--- src/rtl/p_bool_neuron_acc_pkg.sv ---
// Shared types for the boolean neuron accumulator: datapath configuration,
// the default configuration and the accumulator FSM state encoding.
package p_bool_neuron_acc_pkg;

  // Datapath configuration carried down from the popcount stage.
  typedef struct packed {
    int unsigned prec;
  } dconf_t;

  localparam dconf_t DEF_DCONF_P = '{prec: 32'd8};

  typedef enum logic {
    P_NACC_ACC = 1'b0,
    P_NACC_OUT = 1'b1
  } p_nacc_state_t;

  // Counter width that stays at least one bit when only one value is needed.
  function automatic int clog2_min1(input int n);
    return (n > 1) ? $clog2(n) : 1;
  endfunction

endpackage

--- src/rtl/p_bool_neuron_acc.sv ---
// Neuron accumulator: sums NCHUNK signed partial sums (plus bias when built
// with PERCEPTRON_BIAS_EN) and presents the result with its sign activation.
`ifndef DEF_DCONF
`define DEF_DCONF p_bool_neuron_acc_pkg::DEF_DCONF_P
`endif

module p_bool_neuron_acc
  import p_bool_neuron_acc_pkg::*;
#(
  parameter int     IN     = 8,
  parameter int     NCHUNK = 4,
  parameter dconf_t CONF   = `DEF_DCONF,
  parameter int     PREC   = int'(CONF.prec),
  localparam int    ACCW   = PREC + $clog2(NCHUNK) + 1,
  localparam int    CNTW   = clog2_min1(NCHUNK)
) (
  input  logic            clk,
  input  logic            reset_,
  input  logic            in_valid,
  output logic            in_ready,
  input  logic [PREC-1:0] in_psum,
`ifdef PERCEPTRON_BIAS_EN
  input  logic [ACCW-1:0] bias,
`endif
  output logic            out_valid,
  input  logic            out_ready,
  output logic [ACCW-1:0] out_sum,
  output logic            out_bit
);

  localparam logic [CNTW-1:0] LAST_CNT = CNTW'(NCHUNK - 1);

  // Elaboration-time sanity checks on the configuration.
  if (NCHUNK < 1) begin : g_bad_nchunk
    $error("p_bool_neuron_acc: NCHUNK must be >= 1");
  end
  if (PREC < $clog2(IN + 1) + 1) begin : g_bad_prec
    $error("p_bool_neuron_acc: PREC too narrow for popcount fan-in IN");
  end

  p_nacc_state_t   state_reg, state_next;
  logic [CNTW-1:0] cnt_reg, cnt_next;
  logic [ACCW-1:0] acc_reg, acc_next;
  logic [ACCW-1:0] psum_ext;
  logic [ACCW-1:0] bias_term;

  assign psum_ext = {{(ACCW - PREC){in_psum[PREC-1]}}, in_psum};

`ifdef PERCEPTRON_BIAS_EN
  assign bias_term = bias;
`else
  assign bias_term = '0;
`endif

  always_ff @(posedge clk or negedge reset_) begin
    if (!reset_) begin
      state_reg <= P_NACC_ACC;
      cnt_reg   <= '0;
      acc_reg   <= '0;
    end else begin
      state_reg <= state_next;
      cnt_reg   <= cnt_next;
      acc_reg   <= acc_next;
    end
  end

  always_comb begin
    state_next = state_reg;
    cnt_next   = cnt_reg;
    acc_next   = acc_reg;
    case (state_reg)
      P_NACC_ACC: begin
        if (in_valid) begin
          // First beat overwrites the stale result, so no clear is needed in OUT.
          if (cnt_reg == '0) begin
            acc_next = psum_ext + bias_term;
          end else begin
            acc_next = acc_reg + psum_ext;
          end
          if (cnt_reg == LAST_CNT) begin
            cnt_next   = '0;
            state_next = P_NACC_OUT;
          end else begin
            cnt_next = cnt_reg + 1'b1;
          end
        end
      end
      P_NACC_OUT: begin
        if (out_ready) begin
          state_next = P_NACC_ACC;
        end
      end
      default: begin
        state_next = P_NACC_ACC;
      end
    endcase
  end

  // Outputs come straight from registers; no path from in_valid/out_ready.
  assign in_ready  = (state_reg == P_NACC_ACC);
  assign out_valid = (state_reg == P_NACC_OUT);
  assign out_sum   = acc_reg;
  assign out_bit   = out_valid & ~acc_reg[ACCW-1];

endmodule

--- config.mk ---
export PLATFORM = sky130hd
export DESIGN_NAME = p_bool_neuron_acc
export DESIGN_NICKNAME = d
export VERILOG_FILES = /design/src/rtl/p_bool_neuron_acc_pkg.sv /design/src/rtl/p_bool_neuron_acc.sv
export SDC_FILE = /design/constraint.sdc
export NUM_CORES = 1
export LEC_CHECK = 0
export ABC_AREA = 1
export CORE_UTILIZATION = 50
export DETAILED_ROUTE_END_ITERATION = 8
export PLACE_DENSITY = 0.79
export SYNTH_ARGS = -nofsm -noshare
export SYNTH_HDL_FRONTEND = slang
export SYNTH_SLANG_ARGS = --single-unit
--- constraint.sdc ---
create_clock -name clk -period 4.5 [get_ports clk]
set_clock_uncertainty 0.2 [all_clocks]
set_input_delay 0.45 -clock clk [delete_from_list [all_inputs] [get_ports clk]]
set_output_delay 0.45 -clock clk [all_outputs]
set_load 0.02 [all_outputs]
==> results of run 1 <==
-- cells by family (layout without fill, tap and decap cells) --
kind of cell    after synthesis  in the layout  synth area share, %
compound gates               29             29                 13.1
xor+xnor                      3              3                 2.18
fa+ha+maj                    13             13                 14.1
buf+inv                      25             51                 8.31
flops                        14             14                 29.1
simple gates                 87             87                 33.2
-- worst max-delay path, cell delays in order --
cell,delay (ps)
clkdlybuf4s50_1,490
ha_1,210
inv_1,70
fa_1,360
inv_1,120
nand3_1,100
nand3_2,110
nand2_1,80
nand3b_1,100
nand3_1,90
a21oi_1,140
-- routing by layer --
metal  routed length [um]  global-route usage [%]  vias up
met2                 1430                    45.6       44
met1                 1340                    35.4      546
li1                     -                       -      608
met5                    0                       0        -
met3                  175                    3.57        4
met4                   38                    12.0        0
-- synth_stat cells (3+ instances only) --
cell / number / share of area, %
a21oi_1: 20 / 8.3
a21oi_2: 3 / 2.2
dfrtp_1: 14 / 29
ha_1: 12 / 12
inv_1: 20 / 6.2
nand2_1: 42 / 13
nand2_2: 3 / 1.6
nand3_1: 12 / 5.0
nand3_2: 3 / 2.5
nand3b_1: 4 / 2.5
nor2_1: 18 / 5.6
o21ai_0: 5 / 2.1
-- layout make-up --
| class | instances | share of cell area, % |
|---|---|---|
| well taps | 28 | 2.32 |
| inverters | 22 | 5.47 |
| multi-input cells | 132 | 50.0 |
| flip-flops and latches | 14 | 23.2 |
| repair buffers | 25 | 16.6 |
| clock buffers | 4 | 2.40 |
-- layout by cell type, fill, tap and decap left out --
cell type,netlist,final
nand2_1,42,42
clkdlybuf4s50_1,0,25
inv_1,20,20
a21oi_1,20,20
nor2_1,18,18
dfrtp_1,14,14
nand3_1,12,12
ha_1,12,12
o21ai_0,5,5
nand3b_1,4,4
nand2_2,3,3
a21oi_2,3,3
nand3_2,3,3
clkbuf_4,0,3
inv_2,2,2
nor2_2,2,2
nand4_1,2,2
xor2_1,2,2
o22ai_1,1,1
xnor2_1,1,1
nor2_4,1,1
fa_1,1,1
clkbuf_8,0,1
-- power by group --
part / total (mW) / switching, mW / internal (mW)
Sequential: 0.242 / 0.0528 / 0.189
Clock: 0.0960 / 0.0468 / 0.0492
Combinational: 0.792 / 0.470 / 0.321
-- final timing paths --
path | cells past startpoint | end
worst max register to register | 10 | out_sum[8]
max in group asynchronous | 1 | out_sum[6]
worst min-delay path | 1 | out_sum[3]
min in group clk | 2 | out_sum[6]
worst max-delay path | 11 | out_sum[8]
worst min register to register | 2 | out_sum[6]
==> flow_metrics.env, run 1 <==
export IMPL_fin_util_pct=67.6
export IMPL_syn_avg_cell_area_sq_um=7.05
export IMPL_rrSetupSlack_ps=2450
export IMPL_cts_buffer_depth=2
export IMPL_reg2reg_from="out_sum[0]"
export IMPL_die_y_um=51.1
export IMPL_multi_input_area_sq_um=754
export IMPL_gp_congestion=0.930
export IMPL_end_kind="flip-flop"
export IMPL_clock_sinks=14
export IMPL_synth_ff_type="dfrtp_1"
export IMPL_ctsHoldBuffers=0
export IMPL_drv_cap=0
export IMPL_cts_htree_levels=1
export IMPL_fillers=189
export IMPL_drt_iter0_drc=53
export IMPL_dieWidth_um=51.1
export IMPL_hold_violations=0
export IMPL_finalSetupTns_ps=0
export IMPL_antenna_found_initial=0
export IMPL_synth_edff_count=0
export IMPL_cts_buffers_inserted=3
export IMPL_fin_nets=223
export IMPL_min_path_type="in -> async"
export IMPL_initial_utilization_pct=53.9
export IMPL_fin_crit_ps=2300
export IMPL_track_usage_pct=27.5
export IMPL_drcViolationCount=0
export IMPL_async_flop_share_pct=100
export IMPL_place_ws_ps=1940
export IMPL_post_cts_setup_buffer_count=0
export IMPL_ant_nets=0
export IMPL_hold_ws_ps=356
export IMPL_crit_arrival_ps=2310
export IMPL_grt_pass1_vias=1221
export IMPL_cts_root_buf="clkbuf_4"
export IMPL_regArea_sq_um=350
export IMPL_routed_via_density=5.34
export IMPL_post_cts_resized=0
export IMPL_grt_pass1_wl_um=5310
export IMPL_worstSetupPathType="in -> reg"
export IMPL_layout_drive_gt1_share_pct=9.14
export IMPL_core_region_area_sq_um=2230
export IMPL_io_buffers=25
export IMPL_dpl_cell_area_sq_um=1470
export IMPL_start_kind="primary input"
export IMPL_fmax_mhz=435
export IMPL_firstDrtPassIters=4
export IMPL_stdcell_count=225
export IMPL_ys_seq_area_share_pct=29.1
export IMPL_cp_startpoint="in_psum[0]"
export IMPL_stdcell_area_sq_um=1510
export IMPL_wl_per_cell_um=13.3
export IMPL_pin_count=26
export IMPL_wl_um=2990
export IMPL_slew_headroom_pct=56.1
export IMPL_ys_warnings_count=0
export IMPL_area_delta_synth_final_pct=25.2
export IMPL_finalMaxSlewViolations=0
export IMPL_worst_slew_pin_slew_ps=657
export IMPL_dp_hpwl_um=2290
export IMPL_largest_reg_flops=11
export IMPL_grt_max_degree=16
export IMPL_timing_final_ws_setup_ps=2200
export IMPL_cts_tree="done"
export IMPL_worstPathRequired_ps=4510
export IMPL_yosysUniqueCellTypes=22
export IMPL_syn_inst=171
export IMPL_dieArea_sq_um=2610
export IMPL_powerDensity_nw_per_um2=749
export IMPL_insertion_delay_ps=290
export IMPL_grt_overflow_total=0
export IMPL_final_setup_viol_count=0
export IMPL_dp_cells=221
export IMPL_vias=1202
export IMPL_rsz0062_at_grt="false"
export IMPL_clk_pin_slew_ps=100
export IMPL_ys_ff_latch=14
export IMPL_fp_row_count=17
export IMPL_status="completed"
export IMPL_vdd_drop_max_v=0.000506
export IMPL_fin_total_pwr_mw=1.13
export IMPL_synth_area_sq_um=1200
export IMPL_min_period_over_period_pct=51.0
export IMPL_synth_nets=196
export IMPL_critPathMaxFanout=4
export IMPL_leakage_nw=0.739
export IMPL_diodes=0
(Power assumes the default switching activity.)
==> run 2: changes to the inputs <==
--- a/config.mk
+++ b/config.mk
@@ -6,9 +6,9 @@
 export NUM_CORES = 1
 export LEC_CHECK = 0
 export ABC_AREA = 1
-export CORE_UTILIZATION = 50
+export CORE_UTILIZATION = 45
 export DETAILED_ROUTE_END_ITERATION = 8
-export PLACE_DENSITY = 0.79
+export PLACE_DENSITY = 0.75
 export SYNTH_ARGS = -nofsm -noshare
 export SYNTH_HDL_FRONTEND = slang
 export SYNTH_SLANG_ARGS = --single-unit
==> constraint.sdc (replaced) <==
create_clock -name clk -period 2 [get_ports clk]
set_clock_uncertainty 0.2 [all_clocks]
set_input_delay 0.2 -clock clk [delete_from_list [all_inputs] [get_ports clk]]
set_output_delay 0.2 -clock clk [all_outputs]
set_load 0.02 [all_outputs]
==> run 2 against run 1 <==
Sequential share of layout area shrank 1.1 points. Sequential power up 120%. Combinational power up 140%. Global-route usage shrank 5.2 points. Critical path depth unchanged. Cell count up 4.9%. Largest cell class unchanged. Final area up 5.1%. Critical endpoint unchanged. Non-clock buffer count increased by 10.
==> flow_metrics.env, run 2 (same netlist as run 1, synthesis figures left out) <==
export IMPL_status="completed"
export IMPL_insertion_delay_ps=280
export IMPL_pwr_share_comb_pct=72.9
export IMPL_track_usage_pct=22.3
export IMPL_hold_violations=0
export IMPL_area_delta_synth_final_pct=31.6
export IMPL_cts_buffers_inserted=3
export IMPL_routed_via_density=5.18
export IMPL_core_region_area_sq_um=2500
export IMPL_multi_input_area_sq_um=767
export IMPL_finalMaxSlewViolations=0
export IMPL_dieWidth_um=53.7
export IMPL_end_kind="flip-flop"
export IMPL_start_kind="primary input"
export IMPL_fin_crit_ps=1900
export IMPL_dieArea_sq_um=2890
export IMPL_fillers=236
export IMPL_grt_overflow_total=0
export IMPL_powerDensity_nw_per_um2=1640
export IMPL_cts_buffer_depth=2
export IMPL_hold_ws_ps=28.1
export IMPL_cts_root_buf="clkbuf_4"
export IMPL_fin_util_pct=63.4
export IMPL_mostFrequentLayoutCells="nand2_1, clkdlybuf4s50_1, inv_1, nor2_1, a21oi_1"
export IMPL_p_int_mw=1.31
export IMPL_wl_um=2900
export IMPL_gp_congestion=0.812
export IMPL_diodes=0
export IMPL_vdd_drop_max_v=0.000960
export IMPL_cts_htree_levels=1
export IMPL_final_setup_viol_count=0
export IMPL_crit_arrival_ps=1910
export IMPL_worstPathRequired_ps=2010
export IMPL_pwr_share_clk_pct=6.2
export IMPL_slew_headroom_pct=72.4
export IMPL_critPathMaxFanout=4
export IMPL_place_ws_ps=-242
export IMPL_vias=1222
export IMPL_fmax_mhz=527
export IMPL_fp_row_count=18
export IMPL_dpl_cell_area_sq_um=1540
export IMPL_min_period_over_period_pct=94.8
export IMPL_ant_nets=0
export IMPL_initial_utilization_pct=48.2
export IMPL_stdcell_area_sq_um=1590
export IMPL_antenna_found_initial=0
export IMPL_switching_share_pct=49.6
export IMPL_grt_max_degree=16
export IMPL_drt_iter0_drc=19
export IMPL_die_y_um=53.7
export IMPL_rsz0062_at_grt="false"
export IMPL_io_buffers=25
export IMPL_worst_slew_pin_slew_ps=414
export IMPL_regArea_sq_um=350
export IMPL_timing_final_ws_setup_ps=103
export IMPL_min_path_type="in -> async"
export IMPL_drcViolationCount=0
export IMPL_fin_nets=233
export IMPL_wl_per_cell_um=12.3
export IMPL_leakage_nw=0.777
export IMPL_pin_count=26
export IMPL_layout_drive_gt1_share_pct=15.5
export IMPL_clk_pin_slew_ps=80
export IMPL_dp_cells=232
export IMPL_grt_pass1_wl_um=4670
export IMPL_firstDrtPassIters=4
export IMPL_power_net_switching_mw=1.29
export IMPL_stdcell_count=236
export IMPL_drv_cap=0
export IMPL_cts_tree="done"
export IMPL_ctsHoldBuffers=0
export IMPL_grt_pass1_vias=1109
export IMPL_clock_sinks=14
export IMPL_dp_hpwl_um=2290
export IMPL_largest_reg_flops=11
export IMPL_seqPwrFrac_pct=20.9
export IMPL_worstSetupPathType="in -> reg"
export IMPL_layout_commonest_cell="nand2_1"
==> run 2: cell types whose count changed in the layout (fill, tap and decap cells not counted) <==
| cell | previous run | this run |
|---|---|---|
| ha_2 | 0 | 1 |
| clkbuf_8 | 1 | 0 |
| ha_1 | 12 | 11 |
| inv_2 | 2 | 3 |
| inv_1 | 20 | 19 |
| a21oi_1 | 20 | 18 |
| fa_2 | 0 | 1 |
| buf_4 | 0 | 10 |
| fa_1 | 1 | 0 |
| a21oi_2 | 3 | 5 |
==> run 2: power by group through the flow <==
stage          sequential (mW)  combinational (mW)  clock [mW]
2_1_floorplan            0.675                1.10           0
6_report                 0.542                1.89       0.162
5_1_grt                  0.562                2.10       0.182
3_3_place_gp             0.537                1.80           0
3_5_place_dp             0.549                1.84           0
4_1_cts                  0.544                1.84       0.167
==> run 2: critical path: stages <==
cell	delay [ps]
clkdlybuf4s50_1	480
ha_2	180
inv_1	50
fa_2	330
inv_2	80
nand3_1	80
nand3_2	100
nand2_1	80
nand3b_1	90
nand3_1	90
a21oi_2	150
==> run 2: worst paths after layout <==
kind	slack, ps	from	endpoint	depth (start not counted)
max	100	in_psum[0]	out_sum[8]	11
min	30	reset_	out_sum[1]	2
max reg2reg	120	out_sum[0]	out_sum[8]	10
min reg2reg	370	out_sum[8]	out_sum[8]	2
max in group asynchronous	1390	reset_	out_sum[8]	2
min in group clk	300	out_ready	out_valid	2
==> run 2: what timing repair did <==
item,4_1_cts,5_1_grt
endpoints found under the setup margin,0,3
resized for setup,0,5
setup buffers,0,1
==> run 2: final cells by class <==
class / count / share of cell area (%)
sequential: 14 / 22.1
timing repair buffer: 35 / 20.5
inverter: 22 / 5.21
clock buffer: 3 / 1.42
multi-input combinational: 132 / 48.4
tap: 30 / 2.37
==> run 2: routing by layer <==
metal  part of all wire, %  wire length, um  global-route usage (%)
met3                   4.2              121                    2.54
met2                    48             1390                    37.4
met1                    47             1370                    30.3
met4                  0.66               19                    5.26
met5                     0                0                       0
==> run 2: through the flow <==
step           power, mW  setup TNS [ps]
3_3_place_gp        2.33            -566
4_1_cts             2.55               0
5_1_grt             2.84               0
6_report            2.60               0
2_1_floorplan       1.77               0
3_5_place_dp        2.38            -877
==> patch 1, RTL diff (flow settings as in run 2) <==
Add a define of `PERCEPTRON_BIAS_EN`.
--- a/src/rtl/p_bool_neuron_acc.sv
+++ b/src/rtl/p_bool_neuron_acc.sv
@@ -1,5 +1,7 @@
 // Neuron accumulator: sums NCHUNK signed partial sums (plus bias when built
 // with PERCEPTRON_BIAS_EN) and presents the result with its sign activation.
+`define PERCEPTRON_BIAS_EN
+
 `ifndef DEF_DCONF
 `define DEF_DCONF p_bool_neuron_acc_pkg::DEF_DCONF_P
 `endif
Interface: changed (added bias); port bits go from 26 to 37. No check against the original RTL was run, so the function may have changed too.
==> patch 1 against run 2 <==
- the flow now finishes with violations (negative setup slack)
- clock power up 39%
- sequential cell count did not move
- synthesized area grew 4.0%
- total power up 57%
- wire length is 57% higher
- non-clock buffer count rose by 27
- sequential share of layout area shrank 5.4 points
- final area rose by 33%
- fmax shrank 18%
- setup slack got worse by 420 ps
- global-route usage rose by 11 points
- synthesized cell count grew 15%
- critical endpoint is now out_sum[9]
==> patch 1: results (changes against run 2) <==
outcome=finished, violations left; failing checks=negative setup slack; mux cell area share after synthesis=0% (unchanged); DP Area=1870 µm² (+21%); Post-DP HPWL=2960 µm (+29%); share of cells above drive strength 1=30.9% (+15 points); ant diodes=0 (unchanged); Post-Synth Adder-Cell Area=13.6% (-0.55 points); R2R cell count=14 (+4); CP max stage delay=410 ps (-70 ps); clock-pin slew on the worst setup and hold paths=100 ps (+20 ps); xor/xnor cell area share of the yosys netlist=2.10% (-0.085 points); vias per inst=5.46 (+5.5%); Max IR drop VDD=1.35 mV (+41%); GRT Util Overall=33.7% (+11 points); vias in the first global route=1,477 (+33%); largest fanout on the critical path=9 (+5); PortBufs=36 (+44%); deepest clock path buffer count=2 (unchanged); initial antenna violation count=0 (unchanged); largest net degree at the start of global routing=16 (unchanged); setup TNS=-1770 ps (-1770 ps); WL/cell=15.7 µm (+28%); worst-skew pair later-pin latency=300 ps (+20 ps); Finish-stage setup viols=9 (+9); Post-synth ARST share=100% (unchanged); 1st-iter DRT viols=47 (+28); CP top delay family=simple AND/OR/NAND/NOR gates; CP max stage cell=dfrtp_1; compound-cell area share of the yosys netlist=4.89% (-8.2 points); register area share after synthesis=27.9% (-1.1 points); fillcell total=158 (-33%); setup ws final=-312 ps (-416 ps); hold crit path type=in2async; clock tree root driver cell=clkbuf_4; Initial DRT Pass Iterations=4 (unchanged); P_leak=1.04 nW (+33%); global-route wire length before repair=6870 µm (+47%); Post-synth top cells=95 x nand2_1, 21 x inv_1, 14 x dfrtp_1; Synthesized Nets=233 (+19%); top_reg_cell synth=dfrtp_1; slew margin rel.=56.4% (-16 points); routability congestion estimate=0.922 (+14%); Layout Nets=296 (+27%); Area contributors post-synth=nand2_1 28%, dfrtp_1 28%, ha_1 12%, inv_1 6.3%, nand3_1 5.2%; CTS Buf Count=3 (unchanged); Largest register FFs=11 (unchanged); post-synthesis cell type count=20 (-9.1%); htree depth=1 (unchanged)
## patch 1: cell types whose count changed after synthesis, moves of 3 or more
cell / delta
nand2_1: +53
nor2_1: -9
a21oi_2: -3
a21oi_1: -16
o21ai_1: +4
## patch 1: power breakdown
group,total (mW),switching [mW],internal (mW)
clock network,0.225,0.113,0.111
registers,0.560,0.132,0.428
logic,3.28,1.76,1.53
total,4.07,2.00,2.07
## patch 1: cells by family (layout without fill, tap and decap cells)
group / Yosys count / in the layout
AOI/OAI and AO/OA: 12 / 12
xor gates and xnor gates: 3 / 3
adders and majority gates: 13 / 13
buffers and inverters: 25 / 87
DFF: 14 / 14
and+or+nand+nor: 130 / 130
## patch 1: final cells by class
type                    instances  area [µm²]  share of cell area [%]
well taps                      30        37.5                    1.79
multi-input cells             158        1040                    49.4
clock buffers                   4        36.3                    1.73
repair buffers                 62         556                    26.4
flip-flops and latches         14         350                    16.7
inverters                      21        83.8                    3.99
## patch 1: metrics by stage
| step | worst slack, ps | total power [mW] | cells | hold WS, ps |
|---|---|---|---|---|
| floorplan | -210 | 2.28 | 197 | -296 |
| global placement | -153 | 3.11 | 275 | 288 |
| detailed placement | -335 | 3.20 | 275 | 297 |
| CTS | -185 | 3.76 | 287 | 107 |
| global route | -412 | 4.35 | 289 | 148 |
| finish | -312 | 4.07 | 289 | 89.5 |
## patch 1: timing repair
| action | CTS | global route |
|---|---|---|
| cloned | 0 | 0 |
| setup endpoints to repair | 10 | 10 |
| buffers inserted | 8 | 2 |
| pin swaps | 15 | 5 |
| gates resized for setup | 24 | 11 |
## patch 1: worst reg2reg max path, cell delays in order, from the launching register on
cell     delay (ps)
dfrtp_1         410
inv_2            90
ha_4            170
inv_6            60
buf_4           150
nand2_1          70
nand2_2          70
ha_4            320
nand2_1         120
nor2_2          180
nand3_2          90
nand3_1          90
nand2_1          50
nand3_1          80
nand2_1          60
## patch 1: routing by layer
layer / vias to the layer above / GRT usage (%) / wire [µm]
met5: - / 0 / 0
met4: 0 / 17.9 / 244
met3: 22 / 7.50 / 359
met2: 90 / 59.2 / 2270
met1: 723 / 37.2 / 1670
li1: 744 / - / -
## patch 1: final timing paths
check / slack [ps] / endpoint / start
hold / removal: 90 / out_sum[3] / reset_
max in group asynchronous: 1090 / out_sum[10] / reset_
hold reg to reg: 320 / out_sum[9] / out_sum[9]
setup / recovery: -310 / out_sum[9] / cnt_reg[1]
min in group clk: 300 / out_valid / out_ready
setup reg to reg: -310 / out_sum[9] / cnt_reg[1]
==> patch 2, RTL diff (flow settings as in run 2) <==
Without the edit above. Reset style: synchronous (`reset_`), changed in one clocked block.
--- a/src/rtl/p_bool_neuron_acc.sv
+++ b/src/rtl/p_bool_neuron_acc.sv
@@ -52,7 +52,7 @@
   assign bias_term = '0;
 `endif
 
-  always_ff @(posedge clk or negedge reset_) begin
+  always_ff @(posedge clk) begin
     if (!reset_) begin
       state_reg <= P_NACC_ACC;
       cnt_reg   <= '0;
Function: differs if reset_ is asserted again (counterexample within 4 cycles, from zero or initial values and one cycle with reset_ low); with reset_ held inactive, the same outputs for 10 cycles.
==> patch 2 against run 2 <==
- sequential cell count unchanged
- synthesized area down 4.3%
- sequential share of layout area decreased by 3.7 points
- setup slack better by 39 ps
- wire length is 0.24% higher
- first-iteration DRC count grew 120%
- non-clock buffer count is 1 lower
- worst hold slack worse by 25 ps
- final area fell by 3.2%
- synthesized cell count up 2.9%
- critical path type is now reg2reg
- highest routed layer unchanged
Power is not compared: it rests on default switching activity, and its combinational part moved more than twofold at a synthesized area within 25%.
==> patch 2: results (changes against run 2) <==
share of cells above drive strength 1=13.8% (-1.7 points); CP max stage delay=370 ps (-110 ps); DP Area=1470 µm² (-4.5%); clock-pin slew on the worst setup and hold paths=100 ps (+20 ps); 1st-iter DRT viols=41 (+22); Post-DP HPWL=2220 µm (-3.4%); Post-Route WL=2900 µm (+0.24%); register area share after synthesis=24.3% (-4.8 points); GRT Util Overall=23.8% (+1.5 points); routability congestion estimate=0.887 (+9.3%); largest net degree at the start of global routing=14 (-2); Synthesized Nets=201 (+2.6%); CP top delay family=adder cells; post-synthesis cell type count=25 (+14%); vias in the first global route=1,196 (+7.8%); Layout Nets=236 (+1.3%); CP max stage cell=fa_1; global-route wire length before repair=4770 µm (+2.1%); slew margin rel.=68.8% (-3.6 points); Post-synth ARST share=0% (-100 points); hold crit path type=in2reg; Area contributors post-synth=dfxtp_1 24%, nand2_1 15%, ha_1 13%, a21oi_1 9.1%, inv_1 6.2%; Post-synth top cells=45 x nand2_1, 21 x a21oi_1, 19 x inv_1; outcome=finished, final reports clean; vias per inst=5.32 (+2.8%); crit path DAT=1840 ps (-70 ps)
-- patch 2: cell families after synthesis --
| family | synth area share [%] |
|---|---|
| AND/OR/NAND/NOR | 31.3 |
| AO/OA/AOI/OAI | 18.5 |
| buffers and inverters | 8.78 |
| flip-flops | 24.3 |
| adder cells (fa/ha/maj) | 14.8 |
| XOR/XNOR | 2.28 |
-- patch 2: area by class of cell --
class / count / area [µm²] / area share, %
multi-input cells: 136 / 778 / 50.7
repair buffers: 34 / 320 / 20.9
flip-flops and latches: 14 / 282 / 18.4
inverters: 22 / 82.6 / 5.38
clock buffers: 4 / 36.3 / 2.37
well taps: 28 / 35.0 / 2.28
-- patch 2: path summary, 6_finish.rpt --
path	slack (ps)	depth (start not counted)	endpoint
hold reg to reg	300	2	cnt_reg[1]
setup reg to reg	140	11	out_sum[8]
hold / removal	3	3	out_sum[0]
setup / recovery	140	11	out_sum[8]
-- patch 2: stage by stage --
| step | util (%) | worst slack (ps) | setup TNS, ps | std cells |
|---|---|---|---|---|
| floorplan | - | 86.5 | 0 | 176 |
| detailed placement | 63.5 | -254 | -1010 | 232 |
| global route | 66.2 | 20.6 | 0 | 238 |
| CTS | 65.1 | 68.4 | 0 | 236 |
| finish | 66.2 | 142 | 0 | 238 |
| global placement | 63.5 | -165 | -570 | 232 |
-- patch 2: worst min-delay path: cells and delay by family --
kind	cells	cell delay [ps]
AO/OA/AOI/OAI	1	50
AND/OR/NAND/NOR	1	70
buffers and inverters	1	140
-- patch 2: repair_timing --
action | 4_1_cts | 5_1_grt
setup buffers | 0 | 2
endpoints found under the setup margin | 0 | 3
resized for setup | 0 | 5
hold buffers | 0 | 0
-- patch 2: metal layers --
metal,global-route usage [%],wire (µm)
met4,9.65,43
met2,41.6,1390
met3,3.48,97
met1,28.8,1380
met5,0,0
